[src/rtl/hilo_unit.sv]
// HI/LO register unit: launches MULT/MULTU operands to an external combinational multiplier,
// waits a fixed settle window, applies the unsigned correction and commits to HI/LO.
module hilo_unit #(
  parameter int LATENCY = 4
) (
  input  logic        clk,
  input  logic        reset,
  input  logic        op_valid,
  input  logic [2:0]  op,
  input  logic [31:0] rs_data,
  input  logic [31:0] rt_data,
  output logic [31:0] mul_a,
  output logic [31:0] mul_b,
  input  logic [63:0] mul_z,
  input  logic        rd_hi,
  input  logic        rd_lo,
  output logic [31:0] rd_data,
  output logic [31:0] hi,
  output logic [31:0] lo,
  output logic        busy,
  output logic        stall,
  output logic        done
);

  localparam logic [2:0] OP_NONE  = 3'b000;
  localparam logic [2:0] OP_MULT  = 3'b001;
  localparam logic [2:0] OP_MULTU = 3'b010;
  localparam logic [2:0] OP_MTHI  = 3'b011;
  localparam logic [2:0] OP_MTLO  = 3'b100;
  localparam logic [3:0] CNT_INIT = 4'(LATENCY - 1);

  typedef enum logic [0:0] {
    IDLE = 1'b0,
    WAIT = 1'b1
  } state_t;

  state_t      state_q, state_d;
  logic [3:0]  cnt_q, cnt_d;
  logic [31:0] hi_q, hi_d;
  logic [31:0] lo_q, lo_d;
  logic [31:0] mul_a_q, mul_a_d;
  logic [31:0] mul_b_q, mul_b_d;
  logic        is_u_q, is_u_d;
  logic        done_q, done_d;
  logic [63:0] prod;

  // The multiplier is signed; for MULTU, each operand with bit 31 set was read as
  // (x - 2^32), so add the other operand shifted up by 32 to restore the unsigned product.
  always_comb begin
    prod = mul_z;
    if (is_u_q) begin
      if (mul_a_q[31]) prod = prod + {mul_b_q, 32'h0};
      if (mul_b_q[31]) prod = prod + {mul_a_q, 32'h0};
    end
  end

  always_comb begin
    state_d = state_q;
    cnt_d   = cnt_q;
    hi_d    = hi_q;
    lo_d    = lo_q;
    mul_a_d = mul_a_q;
    mul_b_d = mul_b_q;
    is_u_d  = is_u_q;
    done_d  = 1'b0;
    case (state_q)
      IDLE: begin
        if (op_valid) begin
          case (op)
            OP_MULT, OP_MULTU: begin
              mul_a_d = rs_data;
              mul_b_d = rt_data;
              is_u_d  = (op == OP_MULTU);
              cnt_d   = CNT_INIT;
              state_d = WAIT;
            end
            OP_MTHI: hi_d = rs_data;
            OP_MTLO: lo_d = rs_data;
            default: ;
          endcase
        end
      end
      WAIT: begin
        if (cnt_q != 4'd0) begin
          cnt_d = cnt_q - 4'd1;
        end else begin
          {hi_d, lo_d} = prod;
          state_d      = IDLE;
          done_d       = 1'b1;
        end
      end
      default: state_d = IDLE;
    endcase
  end

  always_ff @(posedge clk or posedge reset) begin
    if (reset) begin
      state_q <= IDLE;
      cnt_q   <= 4'd0;
      hi_q    <= 32'h0;
      lo_q    <= 32'h0;
      mul_a_q <= 32'h0;
      mul_b_q <= 32'h0;
      is_u_q  <= 1'b0;
      done_q  <= 1'b0;
    end else begin
      state_q <= state_d;
      cnt_q   <= cnt_d;
      hi_q    <= hi_d;
      lo_q    <= lo_d;
      mul_a_q <= mul_a_d;
      mul_b_q <= mul_b_d;
      is_u_q  <= is_u_d;
      done_q  <= done_d;
    end
  end

  assign mul_a   = mul_a_q;
  assign mul_b   = mul_b_q;
  assign hi      = hi_q;
  assign lo      = lo_q;
  assign done    = done_q;
  assign busy    = (state_q != IDLE);
  assign stall   = busy & ((op_valid & (op != OP_NONE)) | rd_hi | rd_lo);
  assign rd_data = rd_hi ? hi_q : (rd_lo ? lo_q : 32'h0);

endmodule

[config.mk]
export PLATFORM = sky130hd
export DESIGN_NAME = hilo_unit
export DESIGN_NICKNAME = d
export VERILOG_FILES = /design/src/rtl/hilo_unit.sv
export SDC_FILE = /design/constraint.sdc
export NUM_CORES = 1
export LEC_CHECK = 0
export BUFFER_PORTS_ARGS = -buffer_cell sky130_fd_sc_hd__buf_4
export CORE_ASPECT_RATIO = 0.9
export CORE_MARGIN = 3
export CORE_UTILIZATION = 50
export CTS_BUF_LIST = sky130_fd_sc_hd__clkbuf_4 sky130_fd_sc_hd__clkbuf_8
export DETAILED_ROUTE_END_ITERATION = 12
export PLACE_DENSITY = 0.76
export SLEW_MARGIN = 30
export SYNTH_ARGS = -nofsm -noshare
export SYNTH_HDL_FRONTEND = slang
export SYNTH_SLANG_ARGS = --single-unit
[constraint.sdc]
create_clock -name clk -period 10.7 [get_ports clk]
set_input_delay 1.605 -clock clk [delete_from_list [all_inputs] [get_ports clk]]
set_output_delay 1.605 -clock clk [all_outputs]
set_load 0.005 [all_outputs]
---- Word level (Yosys, flattened, before mapping) ----
Cells that the tools add are included.
Widths: inputs -> output; s select.
cells by class
  $add $sub $neg .......................... 3
  divide/modulo/power cells ............... 0
  bitwise logic cells ..................... 5
  multiply operators ...................... 0
  muxes and demuxes ....................... 24
  $lt $le $gt $ge ......................... 0
  eq/ne operators ......................... 10
  shift operators ......................... 0
  reductions and logical operators ........ 7
operators with widths
  kind                 count
  $mux 32              8
  $mux 64              4
  $add 64x64->64       2
  $pmux 32 s2          2
  $mux 4               3
  $reduce_and 3->1     4
  $ne 2x1->1 const B   4
  $pmux 4 s2           1
  $eq 3x2->1 const B   2
  $mux 1               5
  $ne 2x2->1 const B   2
  $reduce_bool 4->1    1
  $sub 4x1->4 const B  1
  $eq 3x1->1 const B   1
  $eq 3x3->1 const B   1
  $reduce_bool 3->1    1
  $and 1x1->1          2
  $or 1x1->1           2
  $pmux 1 s2           1
  $reduce_or 2->1      1
  $not 1->1            1
word-level totals
  flip-flop bits (word level) ............. 135
  memories kept ........................... 0
  input port bits ......................... 136
  latch bits .............................. 0
  memory bits (writable) .................. 0
  memory bits (read-only) ................. 0

---- Logic depth before layout (Yosys ltp) ----
Gate-level depths: netlist of the first run.
  depth after elaboration ................. 8
  depth in mapped cells ................... 22

---- Least setup slack after synthesis of the first run ----
OpenSTA, ideal clock, no wires.
  path kind ............................... in2reg
  start point ............................. in mul_z[32]
  end point ............................... reg hi_q[24] (netlist: hi[24])
  arrival time ............................ 5,861 ps
  required time ........................... 10,566 ps
  path slack .............................. 4,705 ps
  setup time .............................. 134 ps
  path buffers ............................ 0
  cell stages on the path ................. 20
  path through ............................ ha_1 -> fa_1 -> a21o_1 -> a221o_1 -> a21oi_2 -> o31ai_4 -> a21o_1 -> a21oi_1 -> xnor2_1 -> mux2_2 -> ha_1 -> and3_1 -> and2_1 -> a221oi_1 -> o21ai_2 -> a221o_1 -> a21o_1 -> xor2_1 -> a2111oi_0 -> o21ai_1
between the ends
  cells in the longest elaborated chain, start to end .. 8
ends and longest elaborated chain
  item                  RTL line  RTL
  start, declared       14        input logic [63:0] mul_z,
  $add 64x64->64        52        if (mul_a_q[31]) prod = prod + {mul_b_q, 32'h0};
  $mux 64 (*)           52
  $mux 64 (*)           51        if (is_u_q) begin
  $add 64x64->64        53        if (mul_b_q[31]) prod = prod + {mul_a_q, 32'h0};
  $mux 64 (*)           53
  $mux 64 (*)           51
  $mux 32 (*)           84        if (cnt_q != 4'd0) begin
  $pmux 32 s2 (*)       66        case (state_q)
  end signal, assigned  109       hi_q <= hi_d;
  end, declared         39        logic [31:0] hi_q, hi_d;
Mark *: on every way between the ends. The rest lies on a longest branch, timed or not. The select of a mux whose other input is x is not followed.
A chain may end at the register's enable or synchronous reset.

---- Worst setup path after layout of the first run ----
Same ends and word-level chain as after synthesis.

==> impl_metrics.env, run 1 <==
export IMPL_status="completed"
export IMPL_report_final_hold_viol_count=0
export IMPL_fin_nets=1586
export IMPL_peakVddDrop_mv=0.151
export IMPL_p_seq_share_pct=21.3
export IMPL_finalSetupViolations=0
export IMPL_totalWireLength_mm=35.5
export IMPL_synthTopCellsByCount="dfrtp_1 (135), nand2_1 (115), o21ai_0 (102), a21oi_1 (97), mux2_2 (83)"
export IMPL_register_area_sq_mm=0.00338
export IMPL_synthDistinctLibCells=69
export IMPL_cts_setup_buffers=0
export IMPL_async_reset_ff_share_pct=100
export IMPL_hp_start="lo[12]$_DFFE_PP0P_"
export IMPL_cts_root_buf="clkbuf_8"
export IMPL_maxCapViolCount=0
export IMPL_ys_top_cells_by_area="dfrtp_1 (33%), mux2_2 (9.3%), ha_1 (8.4%)"
export IMPL_fmax_mhz=165
export IMPL_worst_pin_slew_ns=0.832
export IMPL_yosys_warnings=0
export IMPL_clkPwrFrac_pct=10.6
export IMPL_dieArea_sq_mm=0.0219
export IMPL_boundaryPins=299
export IMPL_cp_max_fo=6
export IMPL_netlist_area_sq_mm=0.0101
export IMPL_ctsResizeCount=0
export IMPL_clockBufferDepth=2
export IMPL_r2r_start="mul_b[0]$_DFFE_PP0P_"
export IMPL_dp_hpwl_mm=27.8
export IMPL_groute_usage_overall_pct=32.0
export IMPL_hold_end="lo[12]$_DFFE_PP0P_"
export IMPL_p_comb_share_pct=68.2
export IMPL_end_kind="flop"
export IMPL_clk_pin_slew_worst_paths_ns=0.10
export IMPL_drive_gt1_share_pct=32.1
export IMPL_wl_met1_mm=16.3
export IMPL_synth_net_count=1322
export IMPL_grt_antenna_before_repair=0
export IMPL_multiInputGateArea_sq_mm=0.00645
export IMPL_rows=48
export IMPL_syn_inst=1116
export IMPL_drtAntennaViolNets=0
export IMPL_dr_pass1_iters=6
export IMPL_ff2ff_path_depth=20
export IMPL_route_met3_wl_mm=3.37
export IMPL_yosysTopAreaCell="dfrtp_1"
export IMPL_hold_buffers=0
export IMPL_grt_pass1_wl_mm=54.5
export IMPL_whs_ns=0.514
export IMPL_cts_tree="yes"
export IMPL_internal_power_uw=2490
export IMPL_synth_top_area_share_pct=33.4
export IMPL_ys_ff_latch=135
export IMPL_drt_vias_per_instance=6.10
export IMPL_insertedDiodeCount=0
export IMPL_grt_max_degree=71
export IMPL_cp_required_ns=11.05
export IMPL_start_util_pct=51.8
export IMPL_p_leak_uw=0.00634
export IMPL_period_share_pct=56.7
export IMPL_drc_errors=0
export IMPL_p_total_uw=4770
export IMPL_dp_worst_setup_slack_ns=4.17
export IMPL_area_growth_pct=28.7
export IMPL_synth_main_ff_cell="dfrtp_1"
export IMPL_grt_pass1_vias=9424
export IMPL_dr_total_vias=10000
export IMPL_fill_cells=1644
export IMPL_floorplan_core_area_sq_mm=0.0195
export IMPL_slew_violations=0
export IMPL_slew_limit_headroom_pct=44.5
export IMPL_grt_overflow=0
export IMPL_clock_skew_ns=0.0213
export IMPL_setup_tns_ns=0
export IMPL_syn_avg_cell_area_sq_um=9.05
export IMPL_hold_path_class="flop to flop"
export IMPL_routabilityCongestion=0.994
export IMPL_r2r_end="hi[24]$_DFFE_PP0P_"
export IMPL_h_tree_depth=4
export IMPL_fin_crit_ns=6.07
export IMPL_p_sw_uw=2280
export IMPL_synth_edf_count=0
export IMPL_yosysMostFrequentCell="dfrtp_1"
export IMPL_seq_area_frac_synth_pct=33.4
export IMPL_cts_sinks=135
export IMPL_routed_top_layer="met4"
export IMPL_final_setup_worst_slack_ns=4.63
export IMPL_insertion_delay_ns=0.48
export IMPL_design_area_sq_mm=0.0130
export IMPL_min_path_cells=2
export IMPL_dpl_instance_area_sq_mm=0.0125
export IMPL_p_per_area_mw_per_mm2=367
export IMPL_chipWidth_um=156
export IMPL_die_h_um=141
export IMPL_wl_met2_mm=15.1
export IMPL_drt_iter0_drc=885
export IMPL_crit_type="input pin to flop"
export IMPL_io_buffer_count=298
export IMPL_rsz0062_at_grt="false"
export IMPL_swShare_pct=47.8
export IMPL_wl_per_cell_um=21.6
export IMPL_cp_arrival_ns=6.41
export IMPL_cts_buffers=17
export IMPL_start_kind="input pin"
export IMPL_r2r_slack_ns=5.45
==> power groups by stage <==
stage	sequential [uW]	clock, uW	combinational (uW)
global route	1040	530	3560
global placement	1000	0	3170
CTS	1010	510	3200
detailed placement	1010	0	3190
floorplan	949	0	2140
finish	1010	503	3250
==> cells by family after synthesis <==
| logic type | synth area share, % |
|---|---|
| mux | 12.2 |
| xor+xnor | 4.42 |
| compound gates | 25.1 |
| fa+ha+maj | 8.82 |
| simple gates | 12.9 |
| flops | 33.4 |
| buf+inv | 3.13 |
==> per-stage QoR <==
stage,utilization [%],cells
2_1_floorplan,-,1116
3_3_place_gp,64.2,1611
3_5_place_dp,64.2,1611
4_1_cts,66.5,1643
5_1_grt,66.6,1643
6_report,66.6,1643
==> area by class of cell <==
type	count	share of cell area (%)
multi-input cells	897	49.7
flip-flops and latches	135	26.0
repair buffers	307	17.8
well taps	250	2.41
clock buffers	17	1.80
clock inverters	15	1.69
inverters	22	0.674
==> state kept, by name (all words and copies together) (netlist names) <==
register and count:
mul_a 32, mul_b 32, hi 32, busy 1, is_u_q 1, lo 32
cnt_q 4, done 1
==> critical path, stage by stage <==
cell,delay [ns]
buf_4,0.12
ha_1,0.21
fa_1,0.43
a21o_1,0.19
a221o_1,0.34
a21oi_2,0.26
o31ai_4,0.13
a21o_1,0.20
a21oi_1,0.18
xnor2_1,0.12
mux2_2,0.28
ha_1,0.36
and3_1,0.20
and2_1,0.16
a221oi_1,0.30
o21ai_2,0.12
a221o_1,0.30
a21o_1,0.20
xor2_1,0.14
a2111oi_0,0.42
o21ai_1,0.13
==> worst max-delay path by stage <==
stage	start	depth (start not counted)	endpoint	slack, ns
2_1_floorplan	mul_z[32]	20	hi[24]$_DFFE_PP0P_	4.70
3_3_place_gp	mul_z[32]	21	hi[24]$_DFFE_PP0P_	4.26
3_5_place_dp	mul_z[32]	21	hi[24]$_DFFE_PP0P_	4.17
4_1_cts	mul_z[32]	21	hi[24]$_DFFE_PP0P_	4.66
5_1_grt	mul_z[32]	21	hi[24]$_DFFE_PP0P_	4.37
6_report	mul_z[32]	21	hi[24]$_DFFE_PP0P_	4.63
==> routing by layer <==
metal,global-route usage [%],vias to the layer above
met5,0,-
met4,8.13,0
met3,7.21,54
met2,45.9,461
met1,48.5,4825
li1,-,4682
==> cell usage in the layout (no fill, tap or decap), drive strengths merged, types with 22 or more instances in the layout <==
master	netlist	final
buf	7	307
dfrtp	135	135
nand2	115	115
o21ai	110	110
a21oi	98	98
mux2	83	83
ha	68	68
nor2	56	56
inv	22	33
mux2i	30	30
xor2	29	29
a21o	29	29
a22o	28	28
and3	27	27
xnor2	22	22
Note: power is estimated with default switching activity, not from simulation.
==> run 2, diff against run 1 <==
--- a/config.mk
+++ b/config.mk
@@ -5,13 +5,14 @@
 export SDC_FILE = /design/constraint.sdc
 export NUM_CORES = 1
 export LEC_CHECK = 0
+export ABC_AREA = 1
 export BUFFER_PORTS_ARGS = -buffer_cell sky130_fd_sc_hd__buf_4
 export CORE_ASPECT_RATIO = 0.9
 export CORE_MARGIN = 3
 export CORE_UTILIZATION = 50
 export CTS_BUF_LIST = sky130_fd_sc_hd__clkbuf_4 sky130_fd_sc_hd__clkbuf_8
 export DETAILED_ROUTE_END_ITERATION = 12
-export PLACE_DENSITY = 0.76
+export PLACE_DENSITY = 0.74
 export SLEW_MARGIN = 30
 export SYNTH_ARGS = -nofsm -noshare
 export SYNTH_HDL_FRONTEND = slang
==> constraint.sdc (replaced) <==
create_clock -name clk -period 5.78 [get_ports clk]
set_input_delay 0.867 -clock clk [delete_from_list [all_inputs] [get_ports clk]]
set_output_delay 0.867 -clock clk [all_outputs]
set_load 0.005 [all_outputs]
==> impl_metrics.env, run 2 <==
export IMPL_status="completed"
export IMPL_slew_limit_headroom_pct=34.3
export IMPL_seq_area_frac_synth_pct=29.2
export IMPL_drive_gt1_share_pct=18.1
export IMPL_cts_sinks=135
export IMPL_grt_antenna_before_repair=0
export IMPL_clk_pin_slew_worst_paths_ns=0.10
export IMPL_p_per_area_mw_per_mm2=636
export IMPL_rsz0062_at_grt="false"
export IMPL_grt_max_degree=71
export IMPL_h_tree_depth=4
export IMPL_start_kind="flop"
export IMPL_syn_avg_cell_area_sq_um=6.09
export IMPL_insertedDiodeCount=0
export IMPL_grt_overflow=0
export IMPL_synth_top_area_share_pct=29.2
export IMPL_synth_net_count=2104
export IMPL_groute_usage_overall_pct=34.3
export IMPL_final_common_cell="nand2_1"
export IMPL_synth_edf_count=0
export IMPL_cts_root_buf="clkbuf_8"
export IMPL_fin_crit_ns=4.66
export IMPL_finalSetupViolations=0
export IMPL_dieArea_sq_mm=0.0250
export IMPL_worst_pin_slew_ns=0.979
export IMPL_grt_pass1_wl_mm=68.2
export IMPL_cp_buffers_inverters=2
export IMPL_dp_hpwl_mm=34.8
export IMPL_ys_top_cells_by_area="dfrtp_1 (29%), nand2_1 (26%), ha_1 (7.4%)"
export IMPL_yosysMostFrequentCell="nand2_1"
export IMPL_totalWireLength_mm=44.4
export IMPL_r2r_start="mul_b[0]$_DFFE_PP0P_"
export IMPL_crit_type="flop to flop"
export IMPL_clock_skew_ns=0.0281
export IMPL_clockBufferDepth=2
export IMPL_wl_per_cell_um=18.0
export IMPL_maxCapViolCount=0
export IMPL_synth_main_ff_cell="dfrtp_1"
export IMPL_cp_required_ns=6.16
export IMPL_peakVddDrop_mv=0.373
export IMPL_chipWidth_um=166
export IMPL_slowest_delay_ns=0.52
export IMPL_r2r_end="hi[20]$_DFFE_PP0P_"
export IMPL_cts_tree="yes"
export IMPL_insertion_delay_ns=0.47
export IMPL_drc_errors=0
export IMPL_drtAntennaViolNets=0
export IMPL_yosysTopAreaCell="dfrtp_1"
export IMPL_netlist_area_sq_mm=0.0116
export IMPL_async_reset_ff_share_pct=100
export IMPL_p_total_uw=9150
export IMPL_cp_slowest_cell="dfrtp_1"
export IMPL_r2r_slack_ns=1.12
export IMPL_area_growth_pct=24.5
export IMPL_ff2ff_path_depth=27
export IMPL_fmax_mhz=215
export IMPL_fin_nets=2362
export IMPL_synthDistinctLibCells=40
export IMPL_syn_inst=1898
export IMPL_synth_fa_ha_area_share_pct=7.71
export IMPL_synth_area_mux_share_pct=0
export IMPL_synthTopCellsByCount="nand2_1 (795), inv_1 (178), nor2_1 (173), nand3_1 (141), dfrtp_1 (135)"
export IMPL_synth_xor_area_share_pct=1.67
export IMPL_path_common_cell="nand2_1"
export IMPL_ctsResizeCount=0
export IMPL_routabilityCongestion=0.997
export IMPL_cp_arrival_ns=5.03
export IMPL_floorplan_core_area_sq_mm=0.0226
export IMPL_dr_pass1_iters=6
export IMPL_drt_iter0_drc=1414
export IMPL_drt_vias_per_instance=5.53
export IMPL_p_leak_uw=0.00807
export IMPL_rows=52
export IMPL_synth_compound_area_share_pct=11.2
export IMPL_dr_total_vias=13600
export IMPL_cp_max_fo=6
export IMPL_cts_buffers=17
export IMPL_period_share_pct=80.5
export IMPL_boundaryPins=299
export IMPL_die_h_um=150
export IMPL_io_buffer_count=298
export IMPL_setup_tns_ns=0
export IMPL_synth_simple_area_share_pct=41.4
export IMPL_hold_path_class="input pin to asynchronous set/reset pin"
export IMPL_ys_ff_latch=135
export IMPL_report_final_hold_viol_count=0
export IMPL_hold_buffers=0
export IMPL_synth_top_family_by_area="simple AND/OR/NAND/NOR gates"
export IMPL_yosys_warnings=0
export IMPL_start_util_pct=51.2
export IMPL_slew_violations=0
export IMPL_final_cell_mix="nand2_1 (795), buf_4 (309), inv_1 (174)"
export IMPL_grt_pass1_vias=12700
export IMPL_end_kind="flop"
export IMPL_critical_path_top_delay_family="simple AND/OR/NAND/NOR gates"
export IMPL_cts_setup_buffers=0
run 2: cell types whose count changed after synthesis, moves of 16 or more:
| cell | delta |
|---|---|
| a21o_1 | -25 |
| a22o_1 | -28 |
| a31oi_1 | +31 |
| and3_1 | -27 |
| inv_1 | +156 |
| mux2_2 | -83 |
| mux2i_1 | -30 |
| nand2_1 | +680 |
| nand3_1 | +124 |
| nor2_1 | +117 |
| o21ai_0 | -53 |
| xnor2_1 | -16 |
run 2: worst max-delay path by stage:
stage	start	end	slack, ns	depth (start not counted)
global placement	mul_z[32]	hi[20]$_DFFE_PP0P_	0.82	28
finish	mul_b[0]$_DFFE_PP0P_	hi[20]$_DFFE_PP0P_	1.12	27
global route	mul_b[0]$_DFFE_PP0P_	hi[20]$_DFFE_PP0P_	0.78	27
detailed placement	mul_z[32]	hi[20]$_DFFE_PP0P_	0.87	28
CTS	mul_b[0]$_DFFE_PP0P_	hi[20]$_DFFE_PP0P_	1.26	27
floorplan	reset	busy$_DFF_PP0_	1.30	1
run 2: stage by stage:
stage                     utilization (%)  setup WS [ns]  cell area, sq um  hold slack, ns  instances
after global placement               61.9          0.820             14000           0.502       2434
after floorplan                         -           1.30             11600           0.490       1898
after CTS                            63.7           1.26             14400           0.522       2466
final                                63.7           1.12             14400           0.503       2466
after global routing                 63.7          0.778             14400           0.535       2466
after detailed placement             61.9          0.873             14000           0.502       2434
run 2: cell type report:
type | count | area (sq um)
Clock buffer | 18 | 241
Clock inverter | 14 | 163
Fill cell | 2160 | 8190
Inverter | 193 | 729
Multi-Input combinational cell | 1500 | 7180
Sequential cell | 135 | 3380
Tap cell | 297 | 372
Timing Repair Buffer | 309 | 2320
run 2: cell families (layout without fill, tap and decap cells):
group	after synthesis	in the layout
AO/OA/AOI/OAI	234	234
AND/OR/NAND/NOR	1174	1174
XOR/XNOR	22	22
flip-flops	135	135
buffers and inverters	263	534
adder cells (fa/ha/maj)	70	70
run 2: power breakdown:
part	switching, uW	internal [uW]	leakage, uW
clock network	460	401	0.000193
registers	574	1410	0.00160
logic	3900	2410	0.00628
run 2: metal layers:
layer	track usage [%]	part of all wire, %	wire length (um)
met5	0	0	0
met4	14.6	4.5	2000
met3	5.83	7.6	3390
met2	56.3	46	20200
met1	45.2	42	18800
==> run 3, diff against run 2 <==
==> constraint.sdc (replaced) <==
create_clock -name clk -period 4.8 [get_ports clk]
set_input_delay 0.72 -clock clk [delete_from_list [all_inputs] [get_ports clk]]
set_output_delay 0.72 -clock clk [all_outputs]
set_load 0.005 [all_outputs]
==> impl_metrics.env, run 3 (synthesis gave the netlist of run 2 again) <==
export IMPL_grt_max_degree=64
export IMPL_design_area_sq_mm=0.0144
export IMPL_cts_setup_buffers=0
export IMPL_maxCapViolCount=0
export IMPL_fin_nets=2365
export IMPL_insertion_delay_ns=0.47
export IMPL_report_final_hold_viol_count=0
export IMPL_wl_per_cell_um=17.6
export IMPL_grt_pass1_wl_mm=67.1
export IMPL_dpl_instance_area_sq_mm=0.0140
export IMPL_worst_pin_slew_ns=0.922
export IMPL_h_tree_depth=4
export IMPL_die_h_um=150
export IMPL_final_core_util_pct=63.7
export IMPL_final_cell_mix="nand2_1 (795), buf_4 (312), inv_1 (174)"
export IMPL_drc_errors=0
export IMPL_floorplan_core_area_sq_mm=0.0226
export IMPL_cp_arrival_ns=4.72
export IMPL_fmax_mhz=231
export IMPL_drt_vias_per_instance=5.49
export IMPL_rows=52
export IMPL_hold_buffers=0
export IMPL_grt_pass1_vias=12500
export IMPL_start_kind="flop"
export IMPL_grt_antenna_before_repair=1
export IMPL_start_util_pct=51.2
export IMPL_peakVddDrop_mv=0.365
export IMPL_cts_buffers=17
export IMPL_drive_gt1_share_pct=18.1
export IMPL_chipWidth_um=166
export IMPL_p_total_uw=10900
export IMPL_hold_path_class="input pin to asynchronous set/reset pin"
export IMPL_period_share_pct=90.3
export IMPL_routabilityCongestion=0.971
export IMPL_clk_pin_slew_worst_paths_ns=0.11
export IMPL_dieArea_sq_mm=0.0250
export IMPL_drt_iter0_drc=1287
export IMPL_final_common_cell="nand2_1"
export IMPL_totalWireLength_mm=43.5
export IMPL_finalSetupViolations=0
export IMPL_area_growth_pct=24.4
export IMPL_boundaryPins=299
export IMPL_cp_required_ns=5.18
export IMPL_end_kind="flop"
export IMPL_cp_max_fo=6
export IMPL_fin_crit_ns=4.34
export IMPL_dr_total_vias=13600
export IMPL_ctsResizeCount=0
export IMPL_crit_type="flop to flop"
export IMPL_setup_tns_ns=0
export IMPL_insertedDiodeCount=0
export IMPL_stdcell_count=2469
export IMPL_clockBufferDepth=2
export IMPL_clock_skew_ns=0.0231
export IMPL_cts_sinks=135
export IMPL_slew_limit_headroom_pct=38.1
export IMPL_io_buffer_count=298
export IMPL_status="completed"
export IMPL_dp_cells=2437
export IMPL_drtAntennaViolNets=0
export IMPL_slew_violations=0
export IMPL_p_leak_uw=0.00808
export IMPL_dr_pass1_iters=6
export IMPL_rsz0062_at_grt="false"
export IMPL_cts_tree="yes"
export IMPL_groute_usage_overall_pct=33.7
export IMPL_p_per_area_mw_per_mm2=756
export IMPL_grt_overflow=0
export IMPL_dp_hpwl_mm=34.4
export IMPL_cts_root_buf="clkbuf_8"
==> run 3: worst paths after layout <==
path	from	endpoint	slack, ns	cells past startpoint
worst max-delay path	mul_b[0]$_DFFE_PP0P_	hi[20]$_DFFE_PP0P_	0.46	27
worst min-delay path	reset	lo[25]$_DFFE_PP0P_	0.19	2
worst max register to register	mul_b[0]$_DFFE_PP0P_	hi[20]$_DFFE_PP0P_	0.46	27
worst min register to register	mul_b[30]$_DFFE_PP0P_	mul_b[30]$_DFFE_PP0P_	0.53	2
max in group asynchronous	reset	mul_a[12]$_DFFE_PP0P_	3.52	3
min in group clk	rt_data[15]	mul_b[15]$_DFFE_PP0P_	0.43	3
==> run 3: critical path: stages, from the launching register on <==
cell and delay (ns):
dfrtp_1 0.51, ha_1 0.28, fa_1 0.39, nand2_1 0.13, nand2_1 0.07, nand3b_1 0.08, nand2_1 0.11, nand2_1 0.08
nand2_1 0.13, a21oi_1 0.20, nand2_1 0.07, nand3_1 0.10, nand2_1 0.08, ha_1 0.41, nand2_1 0.10, nor2_1 0.18
inv_1 0.08, nor2_2 0.23, nand4_1 0.25, nand3_1 0.15, nand2_1 0.05, nand3_1 0.06, nand2_1 0.05, inv_1 0.07
nand2_1 0.05, nand2_1 0.11, nand2_1 0.07, a21oi_1 0.15
==> run 3: final cells by class <==
class | instances | area, sq um
fillers | 2185 | 8200
clock buffers | 18 | 248
well taps | 297 | 372
multi-input cells | 1500 | 7180
repair buffers | 312 | 2340
flip-flops and latches | 135 | 3380
inverters | 193 | 729
clock inverters | 14 | 126
==> run 3: power by group <==
part	switching [uW]	total [uW]	internal [uW]
combinational	4650	7560	2910
clock	575	968	393
sequential	645	2340	1700
==> run 3: metrics by stage <==
stage / hold WS, ns / worst slack [ns]
after floorplan: 0.490 / 0.469
final: 0.192 / 0.464
after global routing: 0.205 / 0.144
after global placement: 0.497 / 0.243
after detailed placement: 0.502 / 0.295
after CTS: 0.184 / 0.547
==> run 3: metal layers <==
layer,part of all wire (%),GRT usage (%)
met1,43,44.8
met2,46,55.8
met3,7.0,5.28
met4,4.0,13.6
met5,0.025,0
